## config.mk

```make
export PLATFORM = sky130hd
export DESIGN_NAME = adpcm_fetch
export DESIGN_NICKNAME = d
export VERILOG_FILES = /design/src/rtl/adpcm_pkg.sv /design/src/rtl/adpcm_word_fifo.sv /design/src/rtl/adpcm_fetch.sv
export SDC_FILE = /design/constraint.sdc
export NUM_CORES = 1
export LEC_CHECK = 0
export ABC_AREA = 1
export CAP_MARGIN = 15
export CORE_UTILIZATION = 40
export CTS_CLUSTER_DIAMETER = 50
export CTS_CLUSTER_SIZE = 16
export DETAILED_ROUTE_END_ITERATION = 16
export PLACE_DENSITY = 0.69
export SLEW_MARGIN = 20
export SYNTH_ARGS = -nofsm -noshare
export SYNTH_HDL_FRONTEND = slang
export SYNTH_SLANG_ARGS = --single-unit
```

## constraint.sdc

```tcl
create_clock -name clk -period 5.7 [get_ports clk]
set_clock_uncertainty 0.05 [all_clocks]
set_input_delay 1.71 -clock clk [delete_from_list [all_inputs] [get_ports clk]]
set_output_delay 1.71 -clock clk [all_outputs]
set_load 0.02 [all_outputs]
```

## src/rtl/adpcm_pkg.sv

```systemverilog
// Shared types and widths for the ADPCM sample fetcher.
package adpcm_pkg;

    localparam int unsigned WordAddrW = 24;
    localparam int unsigned NibIdxW   = 3;

    typedef enum logic [1:0] {
        StIdle,
        StRun,
        StDrain
    } state_e;

    // Nibble k lives in byte k/2; even k takes the high half of that byte.
    function automatic logic [3:0] nib_sel(input logic [31:0] word,
                                           input logic [NibIdxW-1:0] idx);
        logic [4:0] lsb;
        lsb = {idx[2:1], ~idx[0], 2'b00};
        return word[lsb +: 4];
    endfunction

endpackage

```

## src/rtl/adpcm_word_fifo.sv

```systemverilog
// Small shift-style word buffer holding fetched sample words (depth 1 or 2).
module adpcm_word_fifo #(
    parameter int unsigned Depth = 1
) (
    input  logic        clk,
    input  logic        nRESET,
    input  logic        push,
    input  logic [31:0] wdata,
    input  logic        pop,
    input  logic        flush,
    output logic [31:0] rdata,
    output logic        empty,
    output logic        full
);

    localparam int unsigned CntW = $clog2(Depth + 1);

    logic [31:0]     mem_q [Depth];
    logic [31:0]     mem_d [Depth];
    logic [CntW-1:0] cnt_q, cnt_d;

    always_comb begin
        mem_d = mem_q;
        cnt_d = cnt_q;
        if (flush) begin
            cnt_d = '0;
        end else begin
            if (pop && (cnt_q != '0)) begin
                for (int i = 0; i < int'(Depth) - 1; i++) begin
                    mem_d[i] = mem_q[i + 1];
                end
                cnt_d = cnt_q - CntW'(1);
            end
            // Push lands behind whatever survives this cycle's pop.
            if (push && (cnt_d != CntW'(Depth))) begin
                for (int i = 0; i < int'(Depth); i++) begin
                    if (cnt_d == CntW'(i)) begin
                        mem_d[i] = wdata;
                    end
                end
                cnt_d = cnt_d + CntW'(1);
            end
        end
    end

    always_ff @(posedge clk) begin
        if (!nRESET) begin
            cnt_q <= '0;
            for (int i = 0; i < int'(Depth); i++) begin
                mem_q[i] <= '0;
            end
        end else begin
            cnt_q <= cnt_d;
            mem_q <= mem_d;
        end
    end

    assign rdata = mem_q[0];
    assign empty = (cnt_q == '0);
    assign full  = (cnt_q == CntW'(Depth));

endmodule

```

## src/rtl/adpcm_fetch.sv

```systemverilog
// ADPCM sample fetcher: pulls words over a toggle handshake and streams nibbles.
// Define ADPCM_FETCH_PREFETCH_EN for a 2-word buffer that fetches ahead.
module adpcm_fetch
    import adpcm_pkg::*;
(
    input  logic                 clk,
    input  logic                 nRESET,
    input  logic                 start,
    input  logic                 stop,
    input  logic [WordAddrW-1:0] start_addr,
    input  logic [WordAddrW-1:0] end_addr,
    input  logic                 nib_rd,
    output logic [3:0]           nib_out,
    output logic                 nib_valid,
    output logic                 busy,
    output logic                 end_flag,
    output logic                 mem_req,
    input  logic                 mem_ack,
    output logic [25:0]          mem_addr,
    input  logic [31:0]          mem_q
);

`ifdef ADPCM_FETCH_PREFETCH_EN
    localparam int unsigned BufDepth = 2;
`else
    localparam int unsigned BufDepth = 1;
`endif

    state_e               state_q, state_d;
    logic                 mem_req_q, mem_req_d;
    logic                 ack_q, ack_d;
    logic                 discard_q, discard_d;
    logic                 end_flag_q, end_flag_d;
    logic [WordAddrW-1:0] mem_addr_q, mem_addr_d;
    logic [WordAddrW-1:0] fetch_addr_q, fetch_addr_d;
    logic [WordAddrW-1:0] end_addr_q, end_addr_d;
    logic [NibIdxW-1:0]   nib_idx_q, nib_idx_d;

    logic        outstanding, complete, nib_fire, pop, push, flush, one_left;
    logic        issue;
    logic [WordAddrW-1:0] issue_addr;
    logic [31:0] buf_word;
    logic        buf_empty, buf_full;

    assign outstanding = (mem_req_q != ack_q);
    assign complete    = outstanding && (mem_ack == mem_req_q);
    assign nib_valid   = !buf_empty;
    assign nib_fire    = nib_rd && nib_valid;
    assign pop         = nib_fire && (nib_idx_q == NibIdxW'(7));
    assign flush       = stop || start;
    assign push        = complete && !discard_q && !flush;
`ifdef ADPCM_FETCH_PREFETCH_EN
    assign one_left    = !buf_empty && !buf_full;
`else
    assign one_left    = buf_full;
`endif

    adpcm_word_fifo #(
        .Depth (BufDepth)
    ) u_word_fifo (
        .clk    (clk),
        .nRESET (nRESET),
        .push   (push),
        .wdata  (mem_q),
        .pop    (pop),
        .flush  (flush),
        .rdata  (buf_word),
        .empty  (buf_empty),
        .full   (buf_full)
    );

    always_comb begin
        state_d      = state_q;
        mem_req_d    = mem_req_q;
        ack_d        = ack_q;
        discard_d    = discard_q;
        end_flag_d   = 1'b0;
        mem_addr_d   = mem_addr_q;
        fetch_addr_d = fetch_addr_q;
        end_addr_d   = end_addr_q;
        nib_idx_d    = nib_idx_q;
        issue        = 1'b0;
        issue_addr   = fetch_addr_q;

        if (complete) begin
            ack_d     = mem_req_q;
            discard_d = 1'b0;
        end
        // A request still in flight when we abort or restart returns stale data.
        if (flush && outstanding && !complete) begin
            discard_d = 1'b1;
        end
        if (nib_fire) begin
            nib_idx_d = nib_idx_q + NibIdxW'(1);
        end

        if (stop) begin
            state_d   = StIdle;
            nib_idx_d = '0;
        end else if (start) begin
            nib_idx_d  = '0;
            end_addr_d = end_addr;
            if (start_addr > end_addr) begin
                state_d    = StIdle;
                end_flag_d = 1'b1;
            end else begin
                state_d      = (start_addr == end_addr) ? StDrain : StRun;
                fetch_addr_d = start_addr;
                if (!outstanding) begin
                    issue        = 1'b1;
                    issue_addr   = start_addr;
                    fetch_addr_d = start_addr + WordAddrW'(1);
                end else begin
                    state_d = StRun;
                end
            end
        end else begin
            unique case (state_q)
                StRun: begin
                    if (!outstanding && !buf_full) begin
                        issue        = 1'b1;
                        fetch_addr_d = fetch_addr_q + WordAddrW'(1);
                        if (fetch_addr_q == end_addr_q) begin
                            state_d = StDrain;
                        end
                    end
                end
                StDrain: begin
                    if (!outstanding && (buf_empty || (pop && one_left))) begin
                        state_d    = StIdle;
                        end_flag_d = 1'b1;
                    end
                end
                default: ;
            endcase
        end

        if (issue) begin
            mem_req_d  = ~mem_req_q;
            mem_addr_d = issue_addr;
        end
    end

    always_ff @(posedge clk) begin
        if (!nRESET) begin
            state_q      <= StIdle;
            mem_req_q    <= 1'b0;
            ack_q        <= 1'b0;
            discard_q    <= 1'b0;
            end_flag_q   <= 1'b0;
            mem_addr_q   <= '0;
            fetch_addr_q <= '0;
            end_addr_q   <= '0;
            nib_idx_q    <= '0;
        end else begin
            state_q      <= state_d;
            mem_req_q    <= mem_req_d;
            ack_q        <= ack_d;
            discard_q    <= discard_d;
            end_flag_q   <= end_flag_d;
            mem_addr_q   <= mem_addr_d;
            fetch_addr_q <= fetch_addr_d;
            end_addr_q   <= end_addr_d;
            nib_idx_q    <= nib_idx_d;
        end
    end

    assign nib_out  = nib_valid ? nib_sel(buf_word, nib_idx_q) : 4'h0;
    assign busy     = (state_q != StIdle);
    assign end_flag = end_flag_q;
    assign mem_req  = mem_req_q;
    assign mem_addr = {mem_addr_q, 2'b00};

endmodule

```

=== Word level (Yosys, flattened, before mapping) ===
Cells that the tools add are included.

* Add/sub/neg operators: 5
* Order comparisons: 1
* Equal/unequal tests: 11
* Shift operators: 1
* Muxes and demuxes: 33
* Bitwise logic cells: 7
* Reductions and logical operators: 30

{| class="wikitable"
|+ Operators with widths
! kind !! count
|-
| $mux 24 || 9
|-
| $add 24x1->24 const B || 2
|-
| $eq 24x24->1 || 2
|-
| $shiftx 32x6->4 || 1
|-
| $gt 24x24->1 || 1
|-
| $mux 1 || 15
|-
| $mux 2 || 7
|-
| $logic_and 1x1->1 || 11
|-
| $ne 3x3->1 const B || 3
|-
| $reduce_and 4->1 || 2
|-
| $reduce_bool 2->1 || 4
|-
| $not 1->1 || 7
|-
| $logic_not 1->1 || 5
|-
| $mux 4 || 1
|-
| $pmux 2 s2 || 1
|-
| $reduce_or 2->1 || 2
|-
| $add 3x1->3 const B || 1
|-
| $eq 3x3->1 const B || 1
|-
| $reduce_and 3->1 || 1
|-
| $reduce_bool 3->1 || 1
|-
| $reduce_or 3->1 || 1
|-
| $eq 2x1->1 const B || 1
|-
| $eq 2x2->1 const B || 1
|-
| $logic_or 1x1->1 || 2
|-
| other kinds (6) || 6
|}

* Flip-flop bits (word level): 114
* Input port bits: 86
* Output and inout bits: 34
* Word-level logic and storage cells: 99

=== Longest topological paths before layout ===
* Depth after elaboration: 8
* Depth in mapped cells: 19
* Mapped depth without buffers: 18

=== Modules after synthesis ===
From an unflattened synthesis, not the netlist that was laid out.

* Cells, all modules: 1139
* Area, all modules: 7324.5 µm²

{| class="wikitable"
|+ Modules (own cells, without submodules)
! module !! instances !! cells each !! area each (µm²) !! sequential area each (µm²)
|-
| adpcm_fetch || 1 || 922 || 5808.1 || 1621.6
|-
| adpcm_word_fifo || 1 || 217 || 1516.5 || 660.6
|}

=== Worst setup path after synthesis ===
OpenSTA, ideal clock, no wires.

* Kind: input port to flip-flop
* From: input port end_addr[23]
* To: register fetch_addr_q[5]
* Setup time: 0.115 ns
* Arrival: 3.173 ns
* Required time: 5.535 ns
* Slack: 2.362 ns
* Cell stages on the path: 14
* Path buffers: 1
* Cell sequence: inv_1 > ha_1 > nand2_1 > nor2_1 > nand2_1 > nor2_1 > nand2_1 > nand3_2 > nand3_2 > nand2_4 > inv_4 > buf_4 > o21ai_1 > nor2_1

* Cells in the longest elaborated chain, start to end: 3

{| class="wikitable"
|+ RTL lines
! what !! line !! text
|-
| start, declared || adpcm_fetch.sv:11 || <nowiki>input logic [WordAddrW-1:0] end_addr,</nowiki>
|-
| $gt 24x24->1 || adpcm_fetch.sv:103 || <nowiki>if (start_addr > end_addr) begin</nowiki>
|-
| $ne 2x2->1 (no source line) || -- ||
|-
| $reduce_and 4->1 (no source line) || -- ||
|-
| end signal, assigned || adpcm_fetch.sv:162 || <nowiki>fetch_addr_q <= fetch_addr_d;</nowiki>
|-
| end, declared || adpcm_fetch.sv:35 || <nowiki>logic [WordAddrW-1:0] fetch_addr_q, fetch_addr_d;</nowiki>
|}

No other way between the ends.
A chain may end at the register's enable or synchronous reset.

=== Final worst setup path ===
* From: register nib_idx_q[0]
* To: output port nib_out[0]

* Cells in the longest elaborated chain, start to end: 3

{| class="wikitable"
|+ RTL lines
! what !! line !! text
|-
| start, declared || adpcm_fetch.sv:37 || <nowiki>logic [NibIdxW-1:0] nib_idx_q, nib_idx_d;</nowiki>
|-
| start signal, assigned || adpcm_fetch.sv:164 || <nowiki>nib_idx_q <= nib_idx_d;</nowiki>
|-
| $not 1->1 || adpcm_pkg.sv:17 || <nowiki>lsb = {idx[2:1], ~idx[0], 2'b00};</nowiki>
|-
| $shiftx 32x6->4 || adpcm_pkg.sv:18 || <nowiki>return word[lsb +: 4];</nowiki>
|-
| $mux 4 || adpcm_fetch.sv:168 || <nowiki>assign nib_out = nib_valid ? nib_sel(buf_word, nib_idx_q) : 4'h0;</nowiki>
|-
| end, declared || adpcm_fetch.sv:13 || <nowiki>output logic [3:0] nib_out,</nowiki>
|}

No other way between the ends.

==> metrics.txt <==
pre-CTS setup slack 1.117 ns; synth warn 0; TritonCTS clock tree done; ys flop type dfxtp_1; number of synthesized flops with an enable pin 0; CP most frequent cell o21ai_0; Post-CTS Setup Repair Bufs 0; # DRC 0; Cell variety after synth 46; CTS Sinks 114; Final Slew Violations 0; status completed; Final nets approximately 1400; CP Capture Type output port; Final WS setup roughly 1.3 ns; top-count cell post-synth nand2_1; Area Overhead vs Synth 23.94%; Worst-Skew Late Latency between 0.4 and 0.5 ns; Worst-path clk slew about 0.06 ns; arrival time worst endpoint between 2 and 3 ns; max-cap violations 0; R2R cell count 8; HP Class reg -> reg; #FFs+latches synth 114; initial core utilization 0.4132; crit path time final roughly 4.4 ns; Routed Antenna Nets 0; Synth top area share 0.3044; critical path type reg -> out; GR Util All Layers 0.2456; worst flop-to-flop path startpoint nib_idx_q[0]$_SDFFE_PP0P_; Max Root-Sink Buffers 2; via-per-instance ratio ~5; Crit. Startpoint nib_idx_q[0]$_SDFFE_PP0P_; Max Clk Rate 227.0 MHz; number of buffers created by CTS 17; H-Tree Depth 4; CP max FO 18; Final Hold Fails 0; vias after detailed routing just under 8000; CTS Root Cell clkbuf_16; post-synthesis sequential area ratio 0.3044; post-synth top area cell dfxtp_1; RSZ-0062 raised after global routing false; WL final between 20 and 25 mm; largest net degree at the start of global routing 73; full die area between 15000 and 20000 µm²; leakage dissipation 4.100 nW; # rows 49; post_cts resized 0; Final Cycle Share 0.7728; Syn Area/Cell approximately 6.3 µm²; pwr/cell area 260.3 nW/µm²; Crit-path slowest cell dfxtp_1; filler instances around 1900; Startpoint Class flip-flop; busiest grt layer met2; grt met1 use 0.3572; Initial DRT Pass Iterations 13; HPWL Detailed 16.89 mm; GP Congestion roughly 0.94; worst hold start discard_q$_SDFFE_PN0P_; share of cells above drive strength 1 0.05124; Diodes inserted 0; Die W around 140 µm; CORE AREA about 18000 µm²; first-pass GRT wire length between 30 and 40 mm; worst hold path stage count 2; Port Buf Inserts between 100 and 150; Slew Limit Headroom 0.4074; CP peak stage delay roughly 0.68 ns; largest cells by area after synthesis dfxtp_1 (30%), nand2_1 (13%), nor2_1 (9.1%); # hold bufs at CTS 0; Hold Path Sink discard_q$_SDFFE_PN0P_; Synth Cell Area around 7500 µm²; Routed WL per cell around 15 µm; Overflow after GRT 0; R2R Path End u_word_fifo.rdata[22]$_SDFFE_PN0P_; met3 Resource Use GR 0.05387; met2 Use GR 0.3623; Detailed Route Iter0 Violations about 740; crit-path cells inv_1, o21ai_0, o22ai_1, o21ai_0, a31oi_1, clkdlybuf4s50_1; Die Ht about 140 µm; VDD IR max 0.0002210 V; r2r setup slk around 3.2 ns; final setup TNS 0 ns; final setup vio count 0; Req. time, crit path 3.94 ns; Least-Margin Pin Slew between 0.8 and 0.9 ns; # IOs 120; number of global-route vias before repair just over 7000; initial antenna violation count 0; asr flop ratio synth 0; cells after synthesis ~1200; Synth top cells by count nand2_1 (255), nor2_1 (182), inv_1 (156)
-- state kept, by name, indices dropped and copies added, names as in the netlist --
signal and cells:
end_flag 1, u_word_fifo.full 1, fetch_addr_q 24, mem_req 1, ack_q 1, nib_idx_q 3, state_q 2, discard_q 1
end_addr_q 24, u_word_fifo.rdata 32, mem_addr_q 24
-- kinds of logic after synthesis --
group | count (synthesis) | synth area share
compound gates | 224 | 0.1564
xor+xnor | 36 | 0.04205
fa+ha+maj | 28 | 0.04672
buf+inv | 224 | 0.1221
flops | 114 | 0.3044
other cells | 1 | 0.0005001
simple gates | 566 | 0.3279
-- worst max path at each step --
| stage | end | cells past startpoint |
|---|---|---|
| after detailed placement | mem_addr_q[8]$_SDFFE_PN0P_ | 13 |
| final | nib_out[0] | 6 |
| after floorplan | fetch_addr_q[5]$_SDFFE_PN0P_ | 14 |
| after global routing | nib_out[1] | 6 |
| after global placement | mem_addr_q[20]$_SDFFE_PN0P_ | 13 |
| after CTS | nib_out[2] | 6 |
-- per-stage QoR --
stage	util	hold WS [ns]	power, mW	area, µm²	instances
floorplan	-	0.3939	1.180	7502	1194
global placement	0.4799	0.4078	1.350	8710	1485
detailed placement	0.4799	0.4149	1.355	8710	1485
CTS	0.5121	0.4239	2.429	9294	1517
global route	0.5121	0.4495	2.534	9294	1517
finish	0.5121	0.4206	2.419	9294	1517
-- layout by cell type, fill, tap and decap left out, types with 3 or more instances in the layout --
master | Yosys | final
a21oi_1 | 85 | 85
a31oi_1 | 4 | 4
buf_4 | 9 | 7
clkbuf_16 | 0 | 17
clkdlybuf4s50_1 | 0 | 116
dfxtp_1 | 114 | 114
ha_1 | 28 | 28
inv_1 | 156 | 156
inv_2 | 3 | 3
inv_6 | 0 | 7
inv_8 | 0 | 4
nand2_1 | 255 | 255
nand3_1 | 50 | 50
nand3_2 | 5 | 5
nand4_1 | 39 | 39
nor2_1 | 182 | 182
nor2_2 | 4 | 3
nor2_4 | 2 | 3
nor3_1 | 12 | 12
nor3_2 | 4 | 4
nor3b_1 | 3 | 3
nor4_1 | 3 | 3
o21ai_0 | 106 | 106
o21ai_1 | 12 | 12
o22ai_1 | 6 | 6
xnor2_1 | 24 | 24
xor2_1 | 12 | 12
-- cell type report --
class                   count  area (µm²)  share of cell area
well taps                 229       286.5             0.03083
clock buffers              17       425.4             0.04577
repair buffers            124        1219              0.1311
inverters                 162       613.1             0.06597
multi-input cells         856        4309              0.4637
flip-flops and latches    114        2282              0.2456
clock inverters            15       158.9             0.01710
-- worst max-delay path, delay by kind of cell, from the launching register on --
| kind | cells | cell delay (ns) |
|---|---|---|
| buf+inv | 2 | 0.94 |
| flops | 1 | 0.68 |
| compound gates | 4 | 0.59 |
-- metal layers --
metal	part of all wire	wire length, µm
met1	0.48	10980
met2	0.42	9460
met3	0.084	1915
met4	0.014	320
met5	0	0
-- power breakdown --
group          leakage (nW)  switching, mW  internal, mW
registers             0.932         0.0510         0.845
clock network         0.292          0.454         0.620
logic                  2.88          0.262         0.186
Power figures use the tool's default switching activity.
